--- src/rtl/stream_acc_pkg.sv ---
// Shared constants for the stream accumulator: FSM state encoding and default widths.
package stream_acc_pkg;

  localparam int DEF_DATA_WIDTH = 32;
  localparam int DEF_ACC_WIDTH  = 48;
  localparam int DEF_LEN_WIDTH  = 16;

  typedef enum logic [1:0] {
    ST_IDLE  = 2'd0,
    ST_ACCUM = 2'd1,
    ST_DONE  = 2'd2
  } state_t;

endpackage

--- src/rtl/acc_add.sv ---
// Combinational accumulate step: extends one input word to the accumulator width,
// adds it, and flags signed or unsigned overflow of that single addition.
module acc_add
  import stream_acc_pkg::*;
#(
  parameter int DATA_WIDTH = DEF_DATA_WIDTH,
  parameter int ACC_WIDTH  = DEF_ACC_WIDTH
) (
  input  logic [ACC_WIDTH-1:0]  acc_in,
  input  logic [DATA_WIDTH-1:0] word_in,
  input  logic                  signed_in,
  output logic [ACC_WIDTH-1:0]  sum_out,
  output logic                  overflow_out
);

  logic [ACC_WIDTH-1:0] word_ext_s;
  logic [ACC_WIDTH:0]   wide_s;

  always_comb begin
    word_ext_s = {{(ACC_WIDTH-DATA_WIDTH){signed_in & word_in[DATA_WIDTH-1]}}, word_in};
    wide_s     = {1'b0, acc_in} + {1'b0, word_ext_s};
    sum_out    = wide_s[ACC_WIDTH-1:0];
    // Signed: like-signed operands producing a result of the other sign.
    if (signed_in) begin
      overflow_out = (acc_in[ACC_WIDTH-1] == word_ext_s[ACC_WIDTH-1]) &&
                     (wide_s[ACC_WIDTH-1] != acc_in[ACC_WIDTH-1]);
    end else begin
      overflow_out = wide_s[ACC_WIDTH];
    end
  end

endmodule

--- src/rtl/stream_accumulator.sv ---
// Drains a commanded number of words from a valid/ready FIFO port, sums them into a
// wide accumulator and holds the sum plus sticky overflow on a valid/ready result port.
module stream_accumulator
  import stream_acc_pkg::*;
#(
  parameter int DATA_WIDTH = DEF_DATA_WIDTH,
  parameter int ACC_WIDTH  = DEF_ACC_WIDTH,
  parameter int LEN_WIDTH  = DEF_LEN_WIDTH
) (
  input  logic                  clkIn,
  input  logic                  rstIn,
  input  logic [LEN_WIDTH-1:0]  cmdLenIn,
  input  logic                  cmdSignedIn,
  input  logic                  cmdValidIn,
  output logic                  cmdReadyOut,
  input  logic [DATA_WIDTH-1:0] inDataIn,
  input  logic                  inValidIn,
  output logic                  inReadyOut,
  output logic [ACC_WIDTH-1:0]  sumDataOut,
  output logic                  sumOverflowOut,
  output logic                  sumValidOut,
  input  logic                  sumReadyIn,
  output logic                  busyOut
);

  state_t               state_q, state_d;
  logic [LEN_WIDTH-1:0] rem_q, rem_d;
  logic                 signed_q, signed_d;
  logic [ACC_WIDTH-1:0] acc_q, acc_d;
  logic                 ovf_q, ovf_d;
  logic [ACC_WIDTH-1:0] add_sum_s;
  logic                 add_ovf_s;

  acc_add #(
    .DATA_WIDTH (DATA_WIDTH),
    .ACC_WIDTH  (ACC_WIDTH)
  ) u_acc_add (
    .acc_in       (acc_q),
    .word_in      (inDataIn),
    .signed_in    (signed_q),
    .sum_out      (add_sum_s),
    .overflow_out (add_ovf_s)
  );

  always_comb begin
    state_d  = state_q;
    rem_d    = rem_q;
    signed_d = signed_q;
    acc_d    = acc_q;
    ovf_d    = ovf_q;
    case (state_q)
      ST_IDLE: begin
        if (cmdValidIn) begin
          rem_d    = cmdLenIn;
          signed_d = cmdSignedIn;
          acc_d    = {ACC_WIDTH{1'b0}};
          ovf_d    = 1'b0;
          if (cmdLenIn == {LEN_WIDTH{1'b0}}) begin
            state_d = ST_DONE;
          end else begin
            state_d = ST_ACCUM;
          end
        end else begin
          state_d = ST_IDLE;
        end
      end
      ST_ACCUM: begin
        if (inValidIn) begin
          acc_d = add_sum_s;
          ovf_d = ovf_q | add_ovf_s;
          rem_d = rem_q - LEN_WIDTH'(1);
          if (rem_q == LEN_WIDTH'(1)) begin
            state_d = ST_DONE;
          end else begin
            state_d = ST_ACCUM;
          end
        end else begin
          state_d = ST_ACCUM;
        end
      end
      ST_DONE: begin
        if (sumReadyIn) begin
          state_d = ST_IDLE;
        end else begin
          state_d = ST_DONE;
        end
      end
      default: begin
        state_d = ST_IDLE;
      end
    endcase
  end

  always_ff @(posedge clkIn or posedge rstIn) begin
    if (rstIn) begin
      state_q  <= ST_IDLE;
      rem_q    <= {LEN_WIDTH{1'b0}};
      signed_q <= 1'b0;
      acc_q    <= {ACC_WIDTH{1'b0}};
      ovf_q    <= 1'b0;
    end else begin
      state_q  <= state_d;
      rem_q    <= rem_d;
      signed_q <= signed_d;
      acc_q    <= acc_d;
      ovf_q    <= ovf_d;
    end
  end

  // Handshake outputs come only from the state register; cmd ready is held low while in reset.
  always_comb begin
    cmdReadyOut    = (state_q == ST_IDLE) && !rstIn;
    inReadyOut     = (state_q == ST_ACCUM);
    sumValidOut    = (state_q == ST_DONE);
    busyOut        = (state_q == ST_ACCUM) || (state_q == ST_DONE);
    sumDataOut     = acc_q;
    sumOverflowOut = ovf_q;
  end

endmodule

--- config.mk ---
export PLATFORM = sky130hd
export DESIGN_NAME = stream_accumulator
export DESIGN_NICKNAME = d
export VERILOG_FILES = /design/src/rtl/stream_acc_pkg.sv /design/src/rtl/acc_add.sv /design/src/rtl/stream_accumulator.sv
export SDC_FILE = /design/constraint.sdc
export NUM_CORES = 1
export LEC_CHECK = 0
export ABC_AREA = 1
export CORE_ASPECT_RATIO = 1.1
export CORE_MARGIN = 2
export CORE_UTILIZATION = 40
export CTS_CLUSTER_SIZE = 25
export DETAILED_ROUTE_END_ITERATION = 10
export PLACE_DENSITY = 0.66
export SLEW_MARGIN = 20
export SYNTH_ARGS = -nofsm -noshare
export SYNTH_HDL_FRONTEND = slang
export SYNTH_SLANG_ARGS = --single-unit
--- constraint.sdc ---
create_clock -name clkIn -period 3.08 [get_ports clkIn]
set_clock_uncertainty 0.15 [all_clocks]
set_input_delay 0.308 -clock clkIn [delete_from_list [all_inputs] [get_ports clkIn]]
set_output_delay 0.308 -clock clkIn [all_outputs]
set_load 0.01 [all_outputs]
* Word-level counts from Yosys, hierarchy flattened *
Cells that the tools add are included.

storage, ports and cells
  output and inout bits = 53
  input port bits = 54
  register bits = 68

operators by class
  equality and inequality tests = 7
  mux-type cells = 16
  add/subtract/negate cells = 2
  reductions and logical operators = 9
  bitwise logic cells = 2

operator list
  cell                   number
  $mux 48                2
  $pmux 48 s2            1
  $add 48x48->49         1
  $mux 16                2
  $pmux 16 s2            1
  $eq 16x1->1 const B    1
  $logic_not 16->1       1
  $sub 16x1->16 const B  1
  $mux 2                 5
  $pmux 2 s3             1
  $ne 2x2->1 const B     2
  $mux 1                 3
  $reduce_and 3->1       1
  $eq 2x1->1 const B     1
  $eq 2x2->1 const B     1
  $logic_and 1x1->1      2
  $logic_not 2->1        1
  $pmux 1 s2             1
  $reduce_and 2->1       1
  $reduce_bool 2->1      1
  $and 1x1->1            1
  $eq 1x1->1             1
  $logic_not 1->1        1
  $logic_or 1x1->1       1
  2 further kinds        2

* Logic depth before layout (Yosys ltp) *
Gate-level depths: netlist of run 1.

  depth after elaboration = 8
  gate-level depth with buffers = 17
  mapped depth without buffers = 16

* By module *
Synthesis of run 1 repeated with hierarchy kept, for this count alone.

second synthesis, totals
  cells, all modules = 1116
  area total of the unflattened synthesis = 6886.6 um2

modules (own cells, without submodules)
  module              sequential area each (um2)  cells an instance  area an instance (um2)  times used
  acc_add             0.0                         663                3495.9                  1
  stream_accumulator  1701.6                      453                3390.8                  1

* Least setup slack after synthesis of run 1 *
No wires, ideal clock.

  path kind = register to register
  start = reg acc_q[0] (netlist: sumDataOut[0])
  end = reg acc_q[30] (netlist: sumDataOut[30])
  data arrival time = 2273 ps
  clock period less this slack = 2544 ps
  library setup time = 122 ps
  stages on the path, launching flop included = 11
  buffers on the path = 0
  setup slack = 536 ps
  cells stage by stage = dfrtp_1 ha_1 fa_1 nand2_1 a21oi_1 a21boi_0 o21ai_0 nand2_1 nand2_1 or2_2 a32o_1

on the way
  word-level cells in the longest chain between the ends = 3

ends and longest elaborated chain
  element                   line                      text
  start: declaration        stream_accumulator.sv:29  logic [ACC_WIDTH-1:0] acc_q, acc_d;
  start signal: assignment  stream_accumulator.sv:99  acc_q <= {ACC_WIDTH{1'b0}};
  $add 48x48->49            acc_add.sv:21             wide_s = {1'b0, acc_in} + {1'b0, word_ext_s};
  $mux 48                   stream_accumulator.sv:68  if (inValidIn) begin
  $pmux 48 s2               stream_accumulator.sv:51  case (state_q)

Every way passes these cells. The select of a mux whose other input is x is not followed.
A chain may end at the register's enable or synchronous reset.

* Worst setup path after layout of run 1 *
Ends and elaborated chain as after synthesis.

==> impl_metrics.toml, run 1 <==
[pwr]
irDropWorstVdd_uv = 483
pwr-share-comb = 0.670
p_switching_mw = 4.41
switching_share = 0.505
power_density_nw_per_um2 = 1110
p_int_mw = 4.31
report.power.total_mw = 8.72
leakage_nw = 3.76
p_clk_frac = 0.126
sequentialPowerShare = 0.204

[detailed_routing]
wl_per_cell_um = 15.0
vias_per_cell = 5.23
drt_iter0_drc = 418
routed_wl_mm = 19.0
drc_errors = 0
vias = 6603
drtAntennaViolNets = 0
first_pass_iters = 7

[status]
status = "finished, final reports clean"

[floorplan]
io_pins = 107
start_util = 0.408
fp.dieH_um = 134
core_area_sq_um = 15000
row_count = 47
die_w_um = 122
dieArea_sq_um = 16300

[sta]
setup-tns-final_ps = 0
period_needed_ps = 2660
max_freq_mhz = 376
worst_slew_pin_slew_ps = 495
fin_worst_hold_slack_ps = 238
slew-limit-headroom = 0.670
setup_viol = 0
fin_crit_sh = 0.863
hold_viol = 0
rsz0062_at_grt = "no"
drv_slew = 0
fin_ws_ps = 422

[hold_path]
hold_class = "in2async"

[clocking]
cts_hold_buffers = 0
htreeDepth = 3
cts_tree = "yes"
clock_latency_ps = 350
cts.sinks = 68
post-cts-setup-buffers = 0
clk_path_buf_depth = 2
clk_pin_slew_ps = 60
numCtsBuffers = 9
cts_repair_resize_count = 0
root_buffer = "clkbuf_16"

[final_layout]
fill_cells = 1479
final_nets = 1160
diodes = 0
drive_gt1_frac = 0.0760
multiInputGateArea_sq_um = 3930
seq_area_sq_um = 1700
syn2layout_area_growth_pct = 28.0

[place]
portBuffers = 106
place_congestion = 0.904
dp_slack_ps = 31.7
hpwl_mm = 14.5

[synth]
synth_enable_flop_cells = 0
syn_area_sq_um = 6110
ys.flop_type = "dfrtp_1"
avgSynthCellArea_sq_um = 6.51
syn_nets = 1038
synth_cell_types = 49
syn-instance-count = 939
synth_top_area_frac = 0.278
synth-xor-area-share = 0.0215
yosys.area.top_type = "dfrtp_1"
synth_compound_area_frac = 0.203
yosys-top-cells-area = "dfrtp_1, nand2_1, ha_1"
seq_area_frac_synth = 0.278
synth_top_family_by_area = "simple AND/OR/NAND/NOR gates"
ys_ff_latch = 68
synthSimpleGateAreaFrac = 0.321
synthMuxAreaShare = 0.00184
yosysWarnings = 0
synth_fa_ha_area_frac = 0.0933
synthArstFlopShare = 1.00

[worst_setup_path]
path_cells = "ha_1 -> fa_1 -> nand2_1 -> a21oi_1 -> a21boi_0 -> buf_4 -> o21ai_0 -> nand2_1 -> nand2_1 -> or2_2 -> a32o_1"
cp_common_cell = "nand2_1"
worstPathArrival_ps = 2750
crit_buf_inv = 1
cp_data_required_time_ps = 3170
cp_max_fo = 4
max_stage_delay_ps = 400
path_class = "reg2reg"
cp-end-kind = "flop"
cp_top_family = "compound AO/OA/AOI/OAI gates"
critPathSlowestCell = "dfrtp_1"
start_kind = "flop"

[global_route]
grt_max_degree = 69
grt_pass1_vias = 6242
grt_util_all_layers = 0.241
antenna_found_initial = 1
grt_overflow = 0
grt_first_pass_wirelength_mm = 30.9

[job]
maxCapViolCount = 0
[Yosys cell counts (7+ instances only)]
master,count
nand2_1,272
o21bai_1,7
ha_1,44
nor2_1,105
dfrtp_1,68
inv_1,106
a22oi_1,13
o21ai_1,14
xor2_1,13
o21ai_0,71
nand2_2,12
inv_2,7
o22ai_1,8
nor3_1,9
clkbuf_1,12
nand3_1,36
a21oi_1,63
[power groups by stage]
| stage | Sequential [mW] | Combinational, mW | Clock, mW |
|---|---|---|---|
| final | 1.78 | 5.84 | 1.10 |
| after global routing | 1.84 | 6.56 | 1.14 |
| after CTS | 1.78 | 5.82 | 1.11 |
| after detailed placement | 1.78 | 5.79 | 0 |
| after global placement | 1.78 | 5.74 | 0 |
| after floorplan | 1.81 | 3.70 | 0 |
[logic make-up (layout without fill, tap and decap cells)]
kind of cell             after synthesis  in the layout
AO/OA/AOI/OAI                        214            214
XOR/XNOR                              15             15
adder cells (fa/ha/maj)               45             45
buffers and inverters                128            255
flip-flops                            68             68
multiplexers                           1              1
AND/OR/NAND/NOR                      468            468
[final timing paths]
| kind | from | slack, ps | cells after the start | end |
|---|---|---|---|---|
| worst max-delay path | sumDataOut[0]$_DFFE_PP0P_ | 420 | 11 | sumDataOut[30]$_DFFE_PP0P_ |
| worst min-delay path | rstIn | 240 | 3 | state_q[1]$_DFF_PP0_ |
| worst max register to register | sumDataOut[0]$_DFFE_PP0P_ | 420 | 11 | sumDataOut[30]$_DFFE_PP0P_ |
| worst min register to register | sumDataOut[21]$_DFFE_PP0P_ | 360 | 2 | sumDataOut[21]$_DFFE_PP0P_ |
| max in group asynchronous | rstIn | 2230 | 3 | sumDataOut[15]$_DFFE_PP0P_ |
| min in group clkIn | sumDataOut[21]$_DFFE_PP0P_ | 360 | 2 | sumDataOut[21]$_DFFE_PP0P_ |
[placed cells by master, fill, tap and decap left out, drive strengths merged, types with 13 or more instances in the layout]
cell type      netlist  final
nor2               114    114
inv                113    113
dfrtp               68     68
a22oi               13     13
buf                  3     20
ha                  44     44
nand2              285    285
xor2                13     13
o21ai               88     88
a21oi               65     65
nand3               37     37
clkdlybuf4s50        0    106
[tightest hold or removal path, stage by stage]
cell,delay (ps)
clkdlybuf4s50_1,430
inv_2,80
buf_12,330
[state kept, by name (all words and copies together), names as in the netlist]
register,count
rem_q,16
signed_q,1
state_q,2
sumOverflowOut,1
sumDataOut,48
[metal layers]
layer | share of wire | GRT usage | vias up
met4 | 0.016 | 0.0670 | 0
met1 | 0.47 | 0.335 | 3024
met2 | 0.45 | 0.378 | 216
li1 | - | - | 3339
met5 | 0 | 0 | -
met3 | 0.066 | 0.0479 | 24
[cell type report]
| cell class | instances | share of cell area |
|---|---|---|
| Timing Repair Buffer | 126 | 0.156 |
| Clock inverter | 4 | 0.00607 |
| Tap cell | 196 | 0.0313 |
| Inverter | 113 | 0.0542 |
| Multi-Input combinational cell | 743 | 0.502 |
| Sequential cell | 68 | 0.217 |
| Clock buffer | 12 | 0.0328 |
[metrics by stage]
stage	std cells	util	cell area (sq um)
after floorplan	939	-	6110
after global placement	1246	0.502	7520
after CTS	1262	0.522	7830
final	1262	0.522	7830
after global routing	1262	0.522	7830
after detailed placement	1246	0.502	7520
(Power assumes the default switching activity.)
==> run 2: changes to the inputs <==
--- a/config.mk
+++ b/config.mk
@@ -7,7 +7,7 @@
 export LEC_CHECK = 0
 export ABC_AREA = 1
 export CORE_ASPECT_RATIO = 1.1
-export CORE_MARGIN = 2
+export CORE_MARGIN = 10
 export CORE_UTILIZATION = 40
 export CTS_CLUSTER_SIZE = 25
 export DETAILED_ROUTE_END_ITERATION = 10
==> constraint.sdc (replaced) <==
create_clock -name clkIn -period 3.1 [get_ports clkIn]
set_clock_uncertainty 0.15 [all_clocks]
set_input_delay 0.31 -clock clkIn [delete_from_list [all_inputs] [get_ports clkIn]]
set_output_delay 0.31 -clock clkIn [all_outputs]
set_load 0.01 [all_outputs]
==> run 2 against run 1 <==
Effect of this change: die area rose by 27%; clock-buffer cell count fell by 3; clock power barely moved; sequential power barely moved; cell count rose by 0.32%; total power rose by 0.42%; flip-flop and latch count did not move; global-route usage fell by 4.7 points; worst hold slack got worse by 16 ps; setup slack got worse by 53 ps; maximum frequency fell by 2.7%; critical path type unchanged; largest power group unchanged.
==> impl_metrics.toml, run 2 (synthesis gave the netlist of run 1 again) <==
[final_layout]
syn2layout_area_growth_pct = 28.8
utilization = 0.523
final_nets = 1164
diodes = 0
drive_gt1_frac = 0.0804
fin_area_sq_um = 7870
largest_reg_flops = 48
final_cell_mix = "nand2_1, clkdlybuf4s50_1, inv_1"
layout_commonest_cell = "nand2_1"

[worst_setup_path]
path_class = "reg2reg"
start_kind = "flop"
cp_data_required_time_ps = 3190
path_cells = "ha_1 -> fa_1 -> nand2_1 -> a21oi_1 -> a21boi_0 -> o21ai_0 -> nand2_1 -> nand2_1 -> or2_2 -> a32o_1"
worstPathArrival_ps = 2820
cp-end-kind = "flop"
cp_common_cell = "nand2_1"
max_stage_delay_ps = 400
startpoint = "sumDataOut[0]$_DFFE_PP0P_"
cp_max_fo = 4
crit_buf_inv = 0
critPathSlowestCell = "dfrtp_1"
cp_top_family = "compound AO/OA/AOI/OAI gates"
r2r-start = "sumDataOut[0]$_DFFE_PP0P_"

[clocking]
htreeDepth = 3
root_buffer = "clkbuf_16"
clk_pin_slew_ps = 60
post-cts-setup-buffers = 0
clock_latency_ps = 350
numCtsBuffers = 9
cts_tree = "yes"
cts.sinks = 68
cts_hold_buffers = 0
clk_path_buf_depth = 2
cts_repair_resize_count = 0

[global_route]
grt_overflow = 0
grt_first_pass_wirelength_mm = 32.3
grt_max_degree = 37
grt_util_all_layers = 0.194
grt_pass1_vias = 6414
antenna_found_initial = 0

[status]
status = "finished, final reports clean"

[detailed_routing]
drt_iter0_drc = 449
wl_per_cell_um = 15.5
drc_errors = 0
vias = 6598
routed_wl_mm = 19.7
vias_per_cell = 5.21
drtAntennaViolNets = 0
first_pass_iters = 5

[sta]
drv_slew = 0
slew-limit-headroom = 0.618
worst_slew_pin_slew_ps = 573
fin_worst_hold_slack_ps = 222
fin_crit_sh = 0.881
rsz0062_at_grt = "no"
max_freq_mhz = 366
hold_viol = 0
setup_viol = 0
fin_ws_ps = 369
period_needed_ps = 2730

[floorplan]
die_w_um = 138
io_pins = 107
core_area_sq_um = 15100
fp.dieH_um = 150
start_util = 0.406
row_count = 47
dieArea_sq_um = 20600

[place]
hpwl_mm = 15.6
place_congestion = 0.907
dp_slack_ps = -8.91
portBuffers = 106
dpl-instance-area_sq_um = 7570

[job]
maxCapViolCount = 0

[hold_path]
hold_class = "in2async"

[pwr]
power_density_nw_per_um2 = 1110
irDropWorstVdd_uv = 467
leakage_nw = 3.79
## run 2: cell count changes in the layout (fill, tap and decap cells not counted), moves of 2 or more
cell,change
clkinv_2,-2
inv_6,+3
buf_4,+3
clkinv_4,+2
clkbuf_8,-2
## run 2: per-stage QoR
stage	power (mW)	instances	TNS, ps
global route	9.60	1266	0
detailed placement	7.63	1250	-8.91
CTS	8.78	1266	0
floorplan	5.47	939	0
global placement	7.57	1250	0
finish	8.75	1266	0
## run 2: final timing paths
| check | end | slack [ps] | cells after the start |
|---|---|---|---|
| min in group clkIn | sumDataOut[25]$_DFFE_PP0P_ | 360 | 2 |
| worst min-delay path | rem_q[8]$_DFFE_PP0P_ | 220 | 2 |
| worst min register to register | sumDataOut[25]$_DFFE_PP0P_ | 360 | 2 |
| worst max-delay path | sumDataOut[30]$_DFFE_PP0P_ | 370 | 10 |
| worst max register to register | sumDataOut[30]$_DFFE_PP0P_ | 370 | 10 |
| max in group asynchronous | sumDataOut[16]$_DFFE_PP0P_ | 1900 | 3 |
## run 2: area by class of cell
class                   count  area (sq um)
fillers                  1550          7180
flip-flops and latches     68          1700
clock inverters             7          81.3
multi-input cells         743          3930
well taps                 196           245
repair buffers            130          1270
clock buffers               9           225
inverters                 113           424
## run 2: routing by layer
layer,vias to the layer above,GRT usage,share of wire
li1,3352,-,-
met1,3023,0.251,0.45
met2,211,0.318,0.46
met3,12,0.0409,0.072
met4,0,0.0527,0.011
met5,-,0,0
## run 2: worst register-to-register path, cell delays in order (launching register included)
cell      delay, ps
dfrtp_1         400
ha_1            220
fa_1            380
nand2_1         100
a21oi_1         120
a21boi_0        370
o21ai_0         190
nand2_1          90
nand2_1         110
or2_2           290
a32o_1          220
## run 2: power breakdown
group | switching [mW] | internal (mW) | leakage, nW
Clock | 0.464 | 0.635 | 0.147
Sequential | 0.415 | 1.34 | 0.848
Combinational | 3.55 | 2.35 | 2.79
==> run 3: changes to the inputs <==
--- a/config.mk
+++ b/config.mk
@@ -6,11 +6,14 @@
 export NUM_CORES = 1
 export LEC_CHECK = 0
 export ABC_AREA = 1
+export ABC_CLOCK_PERIOD_IN_PS = 3100
 export CORE_ASPECT_RATIO = 1.1
 export CORE_MARGIN = 10
 export CORE_UTILIZATION = 40
+export CTS_CLUSTER_DIAMETER = 120
 export CTS_CLUSTER_SIZE = 25
 export DETAILED_ROUTE_END_ITERATION = 10
+export GPL_ROUTABILITY_DRIVEN = 0
 export PLACE_DENSITY = 0.66
 export SLEW_MARGIN = 20
 export SYNTH_ARGS = -nofsm -noshare
==> run 3 against run 2 <==
Effect of this change: cell count about the same; first-iteration DRC count grew 12%; final area is 0.33% lower.
==> impl_metrics.toml, run 3 (synthesis gave the netlist of run 1 again) <==
[worst_setup_path]
cp_data_required_time_ps = 3210
r2r-end = "sumDataOut[20]$_DFFE_PP0P_"
r2r-start = "sumDataOut[0]$_DFFE_PP0P_"
cp-end-kind = "flop"
cp_max_fo = 4
start_kind = "flop"
crit_buf_inv = 0
ff2ff_setup_slack_ps = 440
cp_common_cell = "a21oi_1"
path_cells = "ha_1 -> fa_1 -> nand2_1 -> a21oi_1 -> a21oi_1 -> o21ai_1 -> a21boi_0 -> xor2_1 -> o31ai_1"
cp_top_family = "compound AO/OA/AOI/OAI gates"
reg2reg_depth = 9
path_class = "reg2reg"
worstPathArrival_ps = 2760
max_stage_delay_ps = 400
cp_num_cells = 9
critPathSlowestCell = "dfrtp_1"

[global_route]
grt_util_all_layers = 0.188
grt_pass1_vias = 6314
grt_max_degree = 37
grt_first_pass_wirelength_mm = 31.5
grt_overflow = 0
antenna_found_initial = 1

[hold_path]
hold_class = "in2async"

[detailed_routing]
routed_wl_mm = 19.3
drtAntennaViolNets = 0
drc_errors = 0
wl_per_cell_um = 15.2
first_pass_iters = 5
vias = 6595
drt_iter0_drc = 505
vias_per_cell = 5.21

[final_layout]
final_cell_mix = "nand2_1, clkdlybuf4s50_1, inv_1"
layout_commonest_cell = "nand2_1"
utilization = 0.521
seq_area_sq_um = 1700
syn2layout_area_growth_pct = 28.3
largest_reg_flops = 48
fill_cells = 1535
fin_area_sq_um = 7850
drive_gt1_frac = 0.0787
final_nets = 1162
multiInputGateArea_sq_um = 3930

[clocking]
cts_repair_resize_count = 0
numCtsBuffers = 9
post-cts-setup-buffers = 0
clk_pin_slew_ps = 60
cts.sinks = 68
clock_latency_ps = 350
cts_tree = "yes"
clk_path_buf_depth = 2
cts_hold_buffers = 0
htreeDepth = 3
root_buffer = "clkbuf_16"

[place]
portBuffers = 106
hpwl_mm = 15.4
dpl-instance-area_sq_um = 7550
dp_slack_ps = 143

[floorplan]
dieArea_sq_um = 20600
io_pins = 107
core_area_sq_um = 15100
fp.dieH_um = 150
row_count = 47
die_w_um = 138
start_util = 0.406

[job]
maxCapViolCount = 0

[sta]
hold_viol = 0
period_needed_ps = 2660
worst_slew_pin_slew_ps = 624
setup-tns-final_ps = 0
slew-limit-headroom = 0.583
fin_worst_hold_slack_ps = 245
fin_ws_ps = 442
drv_slew = 0
fin_crit_sh = 0.858
max_freq_mhz = 376
setup_viol = 0
rsz0062_at_grt = "no"

[pwr]
leakage_nw = 3.77
pwr-share-comb = 0.677
sequentialPowerShare = 0.203
p_clk_frac = 0.120
power_density_nw_per_um2 = 1100
switching_share = 0.504
p_int_mw = 4.29
p_switching_mw = 4.37
irDropWorstVdd_uv = 421

[status]
status = "finished, final reports clean"
run 3: changes by cell type in the layout (fill, tap and decap cells not counted), sizes merged:
cell      before  now
clkinv         2    3
clkinvlp       1    3
diode          0    1
buf           24   22
inv          116  113
run 3: area by class of cell:
type	instances	area share
inverters	113	0.0540
clock buffers	9	0.0287
clock inverters	7	0.00861
multi-input cells	743	0.501
repair buffers	128	0.159
well taps	196	0.0312
diodes	1	0.000319
flip-flops and latches	68	0.217
run 3: metal layers:
layer,share of wire,GRT usage,up-vias
met5,0,0,-
met4,0.014,0.0538,0
met2,0.45,0.301,236
met3,0.079,0.0426,19
met1,0.46,0.247,2990
li1,-,-,3350
run 3: power by group through the flow:
stage / logic [mW] / clock network (mW) / registers [mW]
after floorplan: 3.68 / 0 / 1.79
after global placement: 5.78 / 0 / 1.77
after detailed placement: 5.82 / 0 / 1.77
after CTS: 5.85 / 1.06 / 1.76
after global routing: 6.57 / 1.10 / 1.83
final: 5.86 / 1.04 / 1.76
run 3: per-stage QoR:
stage / power, mW / std cells
after floorplan: 5.47 / 939
after global placement: 7.55 / 1248
after detailed placement: 7.58 / 1248
after CTS: 8.67 / 1264
after global routing: 9.50 / 1264
final: 8.66 / 1265
run 3: worst max-delay path by stage:
stage	startpoint	endpoint	slack, ps
after floorplan	sumDataOut[0]$_DFFE_PP0P_	sumDataOut[30]$_DFFE_PP0P_	560
after global placement	inDataIn[0]	sumDataOut[34]$_DFFE_PP0P_	210
after detailed placement	inDataIn[0]	sumDataOut[20]$_DFFE_PP0P_	140
after CTS	sumDataOut[0]$_DFFE_PP0P_	sumDataOut[20]$_DFFE_PP0P_	470
after global routing	sumDataOut[0]$_DFFE_PP0P_	sumDataOut[24]$_DFFE_PP0P_	150
final	sumDataOut[0]$_DFFE_PP0P_	sumDataOut[20]$_DFFE_PP0P_	440
